[src/rtl/dram_key_load_sequencer_if.sv]
// Handshake bundle between the key/SBOX load sequencer and its neighbours
// (key source, init streamer, DRAM controller, AES engine).
interface dram_key_load_sequencer_if #(
  parameter int KEY_W = 128,
  parameter int CNT_W = 7
);
  logic             key_valid;
  logic [KEY_W-1:0] key_in;
  logic [KEY_W-1:0] key_out;
  logic             init_start;
  logic             init_done;
  logic             wr_done;
  logic             aes_req;
  logic             aes_gnt;
  logic             key_ready;
  logic             busy;
  logic             err;
  logic [CNT_W-1:0] word_cnt;

  modport master (
    output key_valid, key_in, init_done, wr_done, aes_req,
    input  key_out, init_start, aes_gnt, key_ready, busy, err, word_cnt
  );

  modport slave (
    input  key_valid, key_in, init_done, wr_done, aes_req,
    output key_out, init_start, aes_gnt, key_ready, busy, err, word_cnt
  );
endinterface

[src/rtl/dram_key_load_sequencer.sv]
// Sequences loads of the DRAM key/SBOX image and arbitrates AES engine access to it.
// Optional load watchdog is compiled in with `define SEQ_WDT_EN.
module dram_key_load_sequencer #(
  parameter int KEY_W     = 128,
  parameter int NUM_WORDS = 64,
  parameter int CNT_W     = 7,
  parameter int TIMEOUT   = 1024
) (
  input  logic                  CLK,
  input  logic                  RSTn,
  dram_key_load_sequencer_if.slave bus
);

  if (NUM_WORDS >= (1 << CNT_W)) begin : g_bad_cnt_w
    $error("CNT_W too narrow for NUM_WORDS");
  end
  if (TIMEOUT < 1) begin : g_bad_timeout
    $error("TIMEOUT must be positive");
  end

  typedef enum logic [2:0] {IDLE, START, LOAD, READY, ERR} state_t;

  localparam logic [CNT_W-1:0] LAST = CNT_W'(NUM_WORDS);

  state_t           state;
  logic             pend;
  logic [KEY_W-1:0] pend_key;
  logic [KEY_W-1:0] key_out;
  logic             init_start;
  logic             aes_gnt;
  logic             key_ready;
  logic             busy;
  logic             err;
  logic [CNT_W-1:0] word_cnt;
  logic [CNT_W-1:0] cnt_next;
  logic [KEY_W-1:0] next_key;
  logic             wdt_hit;

  // A key arriving in the same cycle as a pending one is adopted supersedes it
  assign next_key = bus.key_valid ? bus.key_in : pend_key;
  assign cnt_next = word_cnt + {{(CNT_W-1){1'b0}}, bus.wr_done};

`ifdef SEQ_WDT_EN
  localparam int WDT_W = $clog2(TIMEOUT + 1);
  localparam logic [WDT_W-1:0] WDT_MAX = WDT_W'(TIMEOUT);
  logic [WDT_W-1:0] wdt;
  assign wdt_hit = (wdt == WDT_MAX);
`else
  assign wdt_hit = 1'b0;
`endif

  always_ff @(posedge CLK or negedge RSTn) begin
    if (!RSTn) begin
      state      <= IDLE;
      pend       <= 1'b0;
      pend_key   <= '0;
      key_out    <= '0;
      init_start <= 1'b0;
      aes_gnt    <= 1'b0;
      key_ready  <= 1'b0;
      busy       <= 1'b0;
      err        <= 1'b0;
      word_cnt   <= '0;
`ifdef SEQ_WDT_EN
      wdt        <= '0;
`endif
    end else begin
      init_start <= 1'b0;
      case (state)
        IDLE: begin
          if (bus.key_valid) begin
            key_out    <= bus.key_in;
            init_start <= 1'b1;
            busy       <= 1'b1;
            state      <= START;
          end
        end
        START: begin
          word_cnt <= '0;
`ifdef SEQ_WDT_EN
          wdt      <= '0;
`endif
          if (bus.key_valid) begin
            pend     <= 1'b1;
            pend_key <= bus.key_in;
          end
          state <= LOAD;
        end
        LOAD: begin
          if (bus.key_valid) begin
            pend     <= 1'b1;
            pend_key <= bus.key_in;
          end
          if (bus.wr_done) word_cnt <= cnt_next;
`ifdef SEQ_WDT_EN
          wdt <= bus.wr_done ? '0 : wdt + WDT_W'(1);
`endif
          if (bus.wr_done && word_cnt == LAST) begin
            err   <= 1'b1;
            busy  <= 1'b0;
            state <= ERR;
          end else if (bus.init_done && cnt_next == LAST) begin
            // A key queued during the load restarts immediately, skipping READY
            if (pend || bus.key_valid) begin
              key_out    <= next_key;
              pend       <= 1'b0;
              init_start <= 1'b1;
              state      <= START;
            end else begin
              key_ready <= 1'b1;
              busy      <= 1'b0;
              state     <= READY;
            end
          end else if (bus.init_done || wdt_hit) begin
            err   <= 1'b1;
            busy  <= 1'b0;
            state <= ERR;
          end
        end
        READY: begin
          if (!aes_gnt && (pend || (bus.key_valid && !bus.aes_req))) begin
            key_out    <= next_key;
            pend       <= 1'b0;
            key_ready  <= 1'b0;
            busy       <= 1'b1;
            init_start <= 1'b1;
            state      <= START;
          end else begin
            if (bus.key_valid) begin
              pend     <= 1'b1;
              pend_key <= bus.key_in;
            end
            // Hold an existing grant; never issue a fresh one over a stale key
            aes_gnt <= bus.aes_req && (aes_gnt || (!pend && !bus.key_valid));
          end
        end
        ERR: begin
          if (bus.key_valid || pend) begin
            key_out    <= next_key;
            pend       <= 1'b0;
            err        <= 1'b0;
            busy       <= 1'b1;
            init_start <= 1'b1;
            state      <= START;
          end
        end
        default: state <= IDLE;
      endcase
    end
  end

  assign bus.key_out    = key_out;
  assign bus.init_start = init_start;
  assign bus.aes_gnt    = aes_gnt;
  assign bus.key_ready  = key_ready;
  assign bus.busy       = busy;
  assign bus.err        = err;
  assign bus.word_cnt   = word_cnt;

endmodule

[src/flat_wrapper.sv]
// flat-port wrapper written by rule: the top's interface ports become plain ports
module dram_key_load_sequencer_flat 
#(
  parameter int KEY_W     = 128,
  parameter int NUM_WORDS = 64,
  parameter int CNT_W     = 7,
  parameter int TIMEOUT   = 1024
)
  (CLK, RSTn, bus_key_valid, bus_key_in, bus_init_done, bus_wr_done, bus_aes_req, bus_key_out, bus_init_start, bus_aes_gnt, bus_key_ready, bus_busy, bus_err, bus_word_cnt);
  dram_key_load_sequencer_if #(.KEY_W(KEY_W), .CNT_W(CNT_W)) bus_i ();
  input  logic CLK;
  input  logic RSTn;
  input wire logic [$bits(bus_i.key_valid)-1:0] bus_key_valid;
  input wire logic [$bits(bus_i.key_in)-1:0] bus_key_in;
  input wire logic [$bits(bus_i.init_done)-1:0] bus_init_done;
  input wire logic [$bits(bus_i.wr_done)-1:0] bus_wr_done;
  input wire logic [$bits(bus_i.aes_req)-1:0] bus_aes_req;
  output wire logic [$bits(bus_i.key_out)-1:0] bus_key_out;
  output wire logic [$bits(bus_i.init_start)-1:0] bus_init_start;
  output wire logic [$bits(bus_i.aes_gnt)-1:0] bus_aes_gnt;
  output wire logic [$bits(bus_i.key_ready)-1:0] bus_key_ready;
  output wire logic [$bits(bus_i.busy)-1:0] bus_busy;
  output wire logic [$bits(bus_i.err)-1:0] bus_err;
  output wire logic [$bits(bus_i.word_cnt)-1:0] bus_word_cnt;
  assign bus_i.key_valid = bus_key_valid;
  assign bus_i.key_in = bus_key_in;
  assign bus_i.init_done = bus_init_done;
  assign bus_i.wr_done = bus_wr_done;
  assign bus_i.aes_req = bus_aes_req;
  assign bus_key_out = bus_i.key_out;
  assign bus_init_start = bus_i.init_start;
  assign bus_aes_gnt = bus_i.aes_gnt;
  assign bus_key_ready = bus_i.key_ready;
  assign bus_busy = bus_i.busy;
  assign bus_err = bus_i.err;
  assign bus_word_cnt = bus_i.word_cnt;
  dram_key_load_sequencer #(.KEY_W(KEY_W), .NUM_WORDS(NUM_WORDS), .CNT_W(CNT_W), .TIMEOUT(TIMEOUT)) u_core (.CLK(CLK), .RSTn(RSTn), .bus(bus_i));
endmodule
[config.mk]
export PLATFORM = sky130hd
export DESIGN_NAME = dram_key_load_sequencer_flat
export DESIGN_NICKNAME = d
export VERILOG_FILES = /design/src/rtl/dram_key_load_sequencer_if.sv /design/src/rtl/dram_key_load_sequencer.sv /design/src/flat_wrapper.sv
export SDC_FILE = /design/constraint.sdc
export NUM_CORES = 1
export LEC_CHECK = 0
export CAP_MARGIN = 20
export CORE_MARGIN = 4
export CORE_UTILIZATION = 35
export DETAILED_ROUTE_END_ITERATION = 8
export DONT_BUFFER_PORTS = 1
export GPL_ROUTABILITY_DRIVEN = 1
export PLACE_DENSITY_LB_ADDON = 0.15
export SLEW_MARGIN = 20
export SYNTH_ARGS = -nofsm -noshare
export SYNTH_HDL_FRONTEND = slang
export SYNTH_SLANG_ARGS = --single-unit
[constraint.sdc]
create_clock -name CLK -period 3.37 [get_ports CLK]
set_input_delay 0.5055 -clock CLK [delete_from_list [all_inputs] [get_ports CLK]]
set_output_delay 0.5055 -clock CLK [all_outputs]
set_load 0.01 [all_outputs]
# Word level (Yosys, flattened, before mapping)
# Index checks and enable logic that the tools add are counted.
word_totals:
  output_inout_bits: 140
  regBits: 272
  input_bits: 134
classes:
  reduce_logical: 30
  muxes: 49
  bitwise_logic: 1
  n_eq_ne: 18
  add_sub_neg: 1
ops:
  columns: ["op", "count"]
  rows:
  - ["$mux 128", 7]
  - ["$pmux 128 s4", 1]
  - ["$pmux 128 s2", 1]
  - ["$mux 1", 25]
  - ["$mux 3", 6]
  - ["$pmux 3 s5", 1]
  - ["$eq 7x7->1 const B", 2]
  - ["$pmux 7 s2", 1]
  - ["$pmux 1 s4", 3]
  - ["$ne 2x2->1 const B", 5]
  - ["$reduce_and 5->1", 2]
  - ["$reduce_and 2->1", 4]
  - ["$reduce_and 4->1", 2]
  - ["$reduce_bool 2->1", 4]
  - ["$reduce_bool 4->1", 2]
  - ["$add 7x1->7", 1]
  - ["$mux 7", 1]
  - ["$eq 3x2->1 const B", 2]
  - ["$logic_and 1x1->1", 6]
  - ["$ne 2x1->1 const B", 3]
  - ["$ne 3x2->1 const B", 2]
  - ["$reduce_and 6->1", 1]
  - ["$logic_not 1->1", 4]
  - ["$ne 4x2->1 const B", 1]
  - ["other kinds (9)", 12]

# Depth between registers and ports, before layout
# Gate-level depths: netlist of the first run.
logic_depth:
  depth_word: 6
  depth_mapped: 9

# Worst setup path after synthesis of the first run
# No wires, ideal clock.
synth_path:
  path_kind: "input port to flip-flop"
  startpoint: "input bus_wr_done"
  endpoint: "register u_core.key_out[100] (netlist: u_core.bus.key_out[100])"
  path_stages: 9
  setup_time_ns: 0.125
  slack_ns: 0.699
  t_arrival_ns: 2.546
  required_time_ns: 3.245
  path_cell_list: "ha_1 > ha_1 > nor4b_2 > o21ai_1 > a221oi_4 > a31oi_4 > buf_12 > buf_12 > mux2_4"
synth_between:
  elab_chain_len: 5
  word_cells_on_any_way: 7
  classes_between: "add/sub: 1; eq/ne: 3; reduce/logical: 3"
synth_rtl:
  columns: ["element", "line", "source"]
  rows:
  - ["start: declaration", "flat_wrapper.sv:16", "input wire logic [$bits(bus_i.wr_done)-1:0] bus_wr_done;"]
  - ["$add 7x1->7", "dram_key_load_sequencer.sv:41", "assign cnt_next = word_cnt + {{(CNT_W-1){1'b0}}, bus.wr_done};"]
  - ["$eq 7x7->1", "dram_key_load_sequencer.sv:102", "end else if (bus.init_done && cnt_next == LAST) begin"]
  - ["$logic_and 1x1->1", "dram_key_load_sequencer.sv:102", null]
  - ["$ne 2x1->1 (no line)", null, null]
  - ["$reduce_and 5->1 (no line) *", null, null]
  - ["end signal: assignment", "dram_key_load_sequencer.sv:105", "key_out <= next_key;"]
  - ["end signal: assignment", "dram_key_load_sequencer.sv:122", "key_out <= next_key;"]
  - ["end signal: assignment", "dram_key_load_sequencer.sv:139", "key_out <= next_key;"]
  - ["end: declaration", "dram_key_load_sequencer.sv:28", "logic [KEY_W-1:0] key_out;"]
# Every way passes the cells marked *; elsewhere a longest branch is shown, timed or not.
# A chain may end at the register's enable or synchronous reset.

# Worst setup path after layout of the first run
layout_path:
  startpoint: "register u_core.word_cnt[0] (netlist: u_core.bus.word_cnt[0])"
  endpoint: "register u_core.key_out[109] (netlist: u_core.bus.key_out[109])"
layout_between:
  elab_chain_len: 5
  word_cells_on_any_way: 8
  classes_between: "add/sub: 1; eq/ne: 4; reduce/logical: 3"
layout_rtl:
  columns: ["element", "line", "source"]
  rows:
  - ["start: declaration", "dram_key_load_sequencer.sv:34", "logic [CNT_W-1:0] word_cnt;"]
  - ["start signal: assignment", "dram_key_load_sequencer.sv:94", "if (bus.wr_done) word_cnt <= cnt_next;"]
  - ["$add 7x1->7", "dram_key_load_sequencer.sv:41", null]
  - ["$eq 7x7->1", "dram_key_load_sequencer.sv:102", null]
  - ["$logic_and 1x1->1", "dram_key_load_sequencer.sv:102", null]
  - ["$ne 2x1->1 (no line)", null, null]
  - ["$reduce_and 5->1 (no line) *", null, null]
# Marks and branches as above.

==> results of run 1 <==
## flip-flops by register name, indices dropped and copies added (netlist names)
| name | cells |
|---|---|
| u_core.bus.word_cnt | 7 |
| u_core.pend_key | 128 |
| u_core.bus.init_start | 1 |
| u_core.bus.key_ready | 1 |
| u_core.pend | 1 |
| u_core.bus.err | 1 |
| u_core.bus.busy | 1 |
| u_core.bus.aes_gnt | 1 |
| u_core.bus.key_out | 128 |
| u_core.state | 3 |
## kinds of logic after synthesis
family | after synthesis | share of synthesized area (%)
muxes | 384 | 37.6
DFF | 272 | 54.0
buffers and inverters | 55 | 3.25
and+or+nand+nor | 53 | 2.18
AOI/OAI and AO/OA | 47 | 2.63
xor gates and xnor gates | 2 | 0.139
adders and majority gates | 2 | 0.199
## per-layer routing
metal / up-vias / GRT usage [%] / routed length (um)
met4: 0 / 3.26 / 586
met1: 3404 / 16.9 / 11000
met2: 262 / 22.1 / 13100
li1: 2937 / - / -
met3: 51 / 7.35 / 3690
met5: - / 0 / 0
## worst min path at each step
| stage | slack, ns | end | depth (start not counted) | startpoint |
|---|---|---|---|---|
| finish | -0.34 | u_core.bus.key_out[28] | 0 | RSTn |
| global route | -0.40 | u_core.bus.key_out[28] | 0 | RSTn |
| CTS | -0.39 | u_core.bus.key_out[28] | 0 | RSTn |
| detailed placement | 0.22 | u_core.bus.key_out[30] | 0 | RSTn |
| global placement | 0.22 | u_core.bus.key_out[34] | 0 | RSTn |
| floorplan | 0.21 | u_core.bus.aes_gnt | 0 | RSTn |
## cell usage in the layout (no fill, tap or decap), types with 3 or more instances in the layout
master	synthesis	layout
mux2_2	275	275
dfrtp_1	272	272
mux2_4	109	109
clkbuf_16	0	31
nand2_1	18	18
o21ai_0	14	14
nor2_1	12	12
buf_12	11	8
a31oi_1	7	7
a21oi_1	8	7
clkbuf_8	0	7
inv_1	6	6
nand3_1	5	5
clkbuf_1	29	5
bufinv_16	0	4
clkinv_2	0	4
buf_4	1	4
and3_1	3	3
a211oi_1	3	3
nor3_1	3	3
a32oi_1	3	3
## cells in the mapped netlist, drive strengths merged
cell      n  share of area, %
a211oi    3              0.18
a21o      1             0.060
a21oi     8              0.32
a221oi    2              0.28
a22oi     1             0.060
a311o     1             0.079
a31oi     8              0.52
a32oi     3              0.21
a41oi     1             0.070
and3      3              0.15
and4b     1             0.079
buf      20               2.2
clkbuf   29              0.86
dfrtp   272                54
ha        2              0.20
inv       6              0.18
mux2    384                38
nand2    18              0.54
nand2b    1             0.050
nand3     6              0.28
nand3b    1             0.060
nand4     1             0.050
nand4b    2              0.14
nor2     12              0.36
nor3      3              0.12
nor4b     2              0.19
o21a      1             0.060
o21ai    15              0.60
o22a      2              0.14
o41ai     1             0.070
or2       2             0.099
or3b      1             0.070
xnor2     2              0.14
## worst max-delay path, stage by stage (launching register included)
cell and delay, ns:
dfrtp_1 0.45, ha_1 0.27, ha_1 0.29, nor4b_2 0.30, o21ai_1 0.13, a221oi_4 0.49, a31oi_4 0.18, buf_12 0.19
buf_12 0.18, mux2_4 0.32
## metrics by stage
| stage | std cells | util [%] | hold slack [ns] | setup slack [ns] | total power, mW |
|---|---|---|---|---|---|
| 6_report | 1291 | 39.4 | -0.345 | 0.425 | 15.3 |
| 4_1_cts | 1291 | 39.4 | -0.388 | 0.425 | 15.6 |
| 2_1_floorplan | 815 | - | 0.210 | 0.699 | 11.0 |
| 5_1_grt | 1291 | 39.4 | -0.395 | 0.329 | 16.2 |
| 3_5_place_dp | 1239 | 36.5 | 0.219 | 0.437 | 12.1 |
| 3_3_place_gp | 1239 | 36.5 | 0.221 | 0.462 | 11.8 |
## power groups by stage
stage,Clock [mW],Sequential [mW],Combinational [mW]
after floorplan,0,6.05,4.94
after global placement,0,6.52,5.24
after detailed placement,0,6.59,5.46
after CTS,3.56,6.56,5.47
after global routing,3.69,6.74,5.79
final,3.42,6.52,5.38
## layout make-up
type	count	area, um2
Multi-Input combinational cell	488	5390
Tap cell	461	577
Timing Repair Buffer	12	190
Sequential cell	272	6810
Clock buffer	43	891
Inverter	6	22.5
Fill cell	3234	21500
Clock inverter	9	148
==> key figures, run 1 <==
Outcome
  • Status: complete, but fails checks
  • Failing checks: negative hold slack

Worst setup path
  • Worst r2r path cells: 9
  • End of the worst register-to-register path: u_core.bus.key_out[109]
  • Worst Path Max Fanout: 30
  • Critical Path Start Type: flop
  • Worst reg-to-reg setup slack: 0.43 ns
  • R2R Path Start: u_core.bus.word_cnt[0]
  • Data arrival time of the worst path: around 3.4 ns
  • Crit path kind: reg2reg
  • Kind of end point of the critical path: flop
  • Critical path required time: 3.80 ns
  • CP endpoint: u_core.bus.key_out[109]
  • Worst Setup SP: u_core.bus.word_cnt[0]

Placed design
  • Routability cong.: about 0.83
  • Area after DPL: around 0.013 mm2
  • PortBufs: 0
  • Dpl hpwl: 18,800 um

Worst hold path
  • Min-delay worst type: in2async

Global routing
  • First-pass GRT wire length: between 40,000 and 50,000 um
  • Initial antenna violation count: 0
  • Number of global-route vias before repair: slightly above 7,000
  • All-layer global routing usage: between 10% and 20%
  • GR Overflow Total: 0
  • Largest net degree at the start of global routing: between 200 and 300

Timing
  • Final slew viol count: 0
  • Fin crit share: between 80% and 90%
  • Post-Route Setup TNS: 0 ns
  • Final setup violation count: 0
  • Tmin final: ~2.9 ns
  • WHS: -0.345 ns
  • RSZ-0062 raised after global routing: false
  • Slew margin rel.: between 50% and 60%
  • Max Fclk: between 300 and 400 MHz
  • Final Hold Vio Count: ~270
  • Skew final: about 0.0095 ns
  • Worst slew pin tran: between 0.6 and 0.7 ns

Synthesis
  • Mapped cell area: 0.0126 mm2
  • Syn Nets: 951
  • Synthesis-stage register bit count: between 200 and 300
  • Syn Inst Count: roughly 820
  • Synth unique cells: 43
  • Post-synthesis sequential area ratio: roughly 54%
  • Mapped Avg Cell Area: about 15 um2
  • Yosys Warn Count: 0

Flow run
  • Max-cap violations: 0

Pwr
  • Pwr per Cell Area: roughly 1100 mW/mm2
  • Sequential Power Share: a little over two fifths
  • P_sw: 4.83 mW
  • Switch share: a little under a third
  • Gate power share: a little over a third
  • Internal: 10.5 mW
  • Power share of the clock group: 22.3%
  • Peak supply drop: between 0.4 and 0.5 mV
  • LEAKAGE: ~6 nW

Final layout
  • Cell area after layout: 0.0140 mm2
  • Final net count: roughly 950
  • Ant. Diodes: 0
  • Fraction of layout cells with a size suffix above 1: a little over half
  • Layout overhead on the synthesized area: 11.4%

Detailed routing
  • Via/cell ratio: 5.15
  • DR DRC count: 0
  • Routed Antenna Nets: 0
  • Detailed Route WL: 28,400 um
  • First-pass DRT Iterations: 6
  • DR iter-0 viols: roughly 310
  • DR WL/cell: 22.0 um
  • Routed vias: 6,654

Clocking
  • Postcts setup bufs: 0
  • # resized after CTS: 0
  • Htree depth: 1
  • CTS tree: built
  • Clock Pin Slew Worst Setup and Hold Paths: 0.06 ns
  • CTS Buf Count: 30
  • CTS max path bufs: 3
  • Clk root buf: clkbuf_16
  • Clk sinks: 272
  • Worst-Skew Late Latency: ~0.55 ns

Floorplanning
  • Initial core utilization: a little over a third
  • Total die area: between 0.03 and 0.04 mm2
  • Die height: 198 um
  • Die Width: between 150 and 200 um
  • Core area: 0.0356 mm2
  • Core Rows: 69
  • # IOs: about 270
Power figures use the tool's default switching activity.
==> run 2: changes to the inputs <==
Settings changed: CTS_BUF_LIST set to sky130_fd_sc_hd__clkbuf_16.
==> run 2 against run 1 <==
Against the previous run:
- critical endpoint is now u_core.bus.key_out[72]
- wire length barely moved
- power fell by 1.2%
- core utilization fell by 0.20 points
- critical path depth did not move
- the flow still finishes with violations (negative hold slack)
- worst hold slack improved by 0.00053 ns
- clock-buffer cell count fell by 12
- design area fell by 0.50%
- register-to-register slack barely moved
- final cell count did not move
- critical path type unchanged
- combinational power barely moved
- highest routed layer unchanged
- clock power fell by 5%
- non-clock buffer count did not move
==> key figures, run 2 (synthesis gave the netlist of run 1 again) <==
Placed design
  • Routability cong.: 0.830 (unchanged)
  • Dpl hpwl: 18,800 um (unchanged)
  • PortBufs: 0 (unchanged)
  • Pre-CTS setup slack: 0.437 ns (unchanged)

Global routing
  • All-layer global routing usage: 13.9% (+0.014 points)
  • Initial antenna violation count: 0 (unchanged)
  • Largest net degree at the start of global routing: 273 (unchanged)
  • GR Overflow Total: 0 (unchanged)
  • First-pass GRT wire length: 44,000 um (+0.13%)
  • Number of global-route vias before repair: 7,290 (+0.15%)

Outcome
  • Failing checks: negative hold slack
  • Status: complete, but fails checks

Floorplanning
  • Initial core utilization: 35.4% (unchanged)
  • # IOs: 274 (unchanged)
  • Core Rows: 69 (unchanged)
  • Core area: 0.0356 mm2 (unchanged)
  • Die Width: 198 um (unchanged)
  • Die height: 198 um (unchanged)
  • Total die area: 0.0391 mm2 (unchanged)

Final layout
  • Largest regs: u_core.bus.key_out (128), u_core.pend_key (128), u_core.bus.word_cnt (7)
  • Fraction of layout cells with a size suffix above 1: 53.6% (-0.84 points)
  • Layout overhead on the synthesized area: 10.8%
  • Final net count: 946 (unchanged)
  • Ant. Diodes: 0 (unchanged)
  • Most common cell after layout, fill and taps aside: mux2_2
  • Most frequent cells in the layout: mux2_2 (275), dfrtp_1 (272), mux2_4 (109)

Clocking
  • Clk root buf: clkbuf_16
  • Htree depth: 1 (unchanged)
  • CTS max path bufs: 3 (unchanged)
  • Clock Pin Slew Worst Setup and Hold Paths: 0.06 ns (about the same)
  • CTS tree: built
  • Clk sinks: 272 (unchanged)
  • Worst-Skew Late Latency: 0.55 ns (about the same)
  • CTS Buf Count: 30 (unchanged)

Pwr
  • P_sw: 4.81 mW (-0.34%)
  • Switch share: 31.8% (+0.29 points)
  • Power share of the clock group: 21.4% (-0.9 points)
  • Peak supply drop: 0.526 mV (+9.4%)
  • Sequential Power Share: 43.1% (+0.5 points)
  • LEAKAGE: 6.09 nW (-0.30%)
  • Pwr per Cell Area: 1080 mW/mm2 (-0.75%)
  • Internal: 10.3 mW (-1.7%)
  • Total Power: 15.1 mW (-1.2%)
  • Gate power share: 35.5% (+0.4 points)

Timing
  • Final slew viol count: 0 (unchanged)
  • Post-Route Setup TNS: 0 ns (unchanged)
  • Tmin final: 2.95 ns (+0.00233 ns)
  • Max Fclk: 339 MHz (about the same)
  • Final Hold Vio Count: 272 (unchanged)
  • Skew final: 0.00973 ns (+0.000279 ns)
  • RSZ-0062 raised after global routing: false
  • Final setup margin: 0.423 ns (-0.00233 ns)
  • Fin crit share: 87.5% (about the same)
  • WHS: -0.344 ns (+0.000528 ns)
  • Worst slew pin tran: 0.604 ns (-0.0374 ns)
  • Slew margin rel.: 59.5% (+2.5 points)
  • Final setup violation count: 0 (unchanged)

Worst hold path
  • Min-delay worst type: in2async

Worst setup path
  • Data arrival time of the worst path: 3.38 ns (about the same)
  • Critical Path Start Type: flop
  • Crit path kind: reg2reg
  • Critical path required time: 3.80 ns (about the same)
  • Worst Path Max Fanout: 28 (-6.7%)
  • Kind of end point of the critical path: flop

Detailed routing
  • DR iter-0 viols: 241 (-21%)
  • Routed Antenna Nets: 0 (unchanged)
  • First-pass DRT Iterations: 4 (-2)
  • DR WL/cell: 22.0 um (about the same)
  • DR DRC count: 0 (unchanged)
  • Via/cell ratio: 5.15 (about the same)
  • Routed vias: 6,655 (+0.015%)
  • Detailed Route WL: 28,400 um (about the same)

Flow run
  • Max-cap violations: 0 (unchanged)
-- run 2: worst paths after layout --
path	start	to	cells after the start	slack (ns)
hold reg to reg	u_core.pend_key[75]	u_core.pend_key[75]	1	0.50
min in group CLK	bus_key_in[39]	u_core.pend_key[39]	1	0.10
setup reg to reg	u_core.bus.word_cnt[0]	u_core.bus.key_out[72]	9	0.42
hold / removal	RSTn	u_core.bus.key_out[28]	0	-0.34
max in group asynchronous	RSTn	u_core.bus.key_out[4]	0	3.38
setup / recovery	u_core.bus.word_cnt[0]	u_core.bus.key_out[72]	9	0.42
-- run 2: power groups by stage --
stage | Sequential (mW) | Clock (mW) | Combinational [mW]
2_1_floorplan | 6.05 | 0 | 4.94
3_3_place_gp | 6.52 | 0 | 5.24
3_5_place_dp | 6.59 | 0 | 5.46
4_1_cts | 6.56 | 3.38 | 5.47
5_1_grt | 6.74 | 3.51 | 5.79
6_report | 6.52 | 3.24 | 5.37
-- run 2: cell type report --
type	instances	area (um2)
Fill cell	3245	21600
Inverter	6	22.5
Timing Repair Buffer	12	190
Multi-Input combinational cell	488	5390
Tap cell	461	577
Clock buffer	31	776
Sequential cell	272	6810
Clock inverter	21	193
-- run 2: through the flow --
stage          hold WS (ns)  utilization (%)  std cells  instance area (um2)
6_report             -0.344             39.2       1291                14000
5_1_grt              -0.395             39.2       1291                14000
4_1_cts              -0.388             39.2       1291                14000
3_5_place_dp          0.219             36.5       1239                13000
3_3_place_gp          0.221             36.5       1239                13000
2_1_floorplan         0.210                -        815                12600
-- run 2: timing repair --
action                                  in CTS  in global routing
resized for setup                            0                  0
endpoints found under the setup margin       0                  0
hold endpoints to repair                   272                272
setup buffers                                0                  0
-- run 2: critical path, stage by stage, from the launching register on --
cell	delay (ns)
dfrtp_1	0.45
ha_1	0.27
ha_1	0.29
nor4b_2	0.30
o21ai_1	0.13
a221oi_4	0.49
a31oi_4	0.18
buf_12	0.19
buf_12	0.17
mux2_4	0.33
-- run 2: routing by layer --
metal | GRT usage (%) | wire (um) | up-vias
met5 | 0 | 0 | -
met3 | 7.35 | 3640 | 46
li1 | - | - | 2933
met2 | 22.1 | 13100 | 238
met4 | 3.29 | 578 | 0
met1 | 16.9 | 11000 | 3438
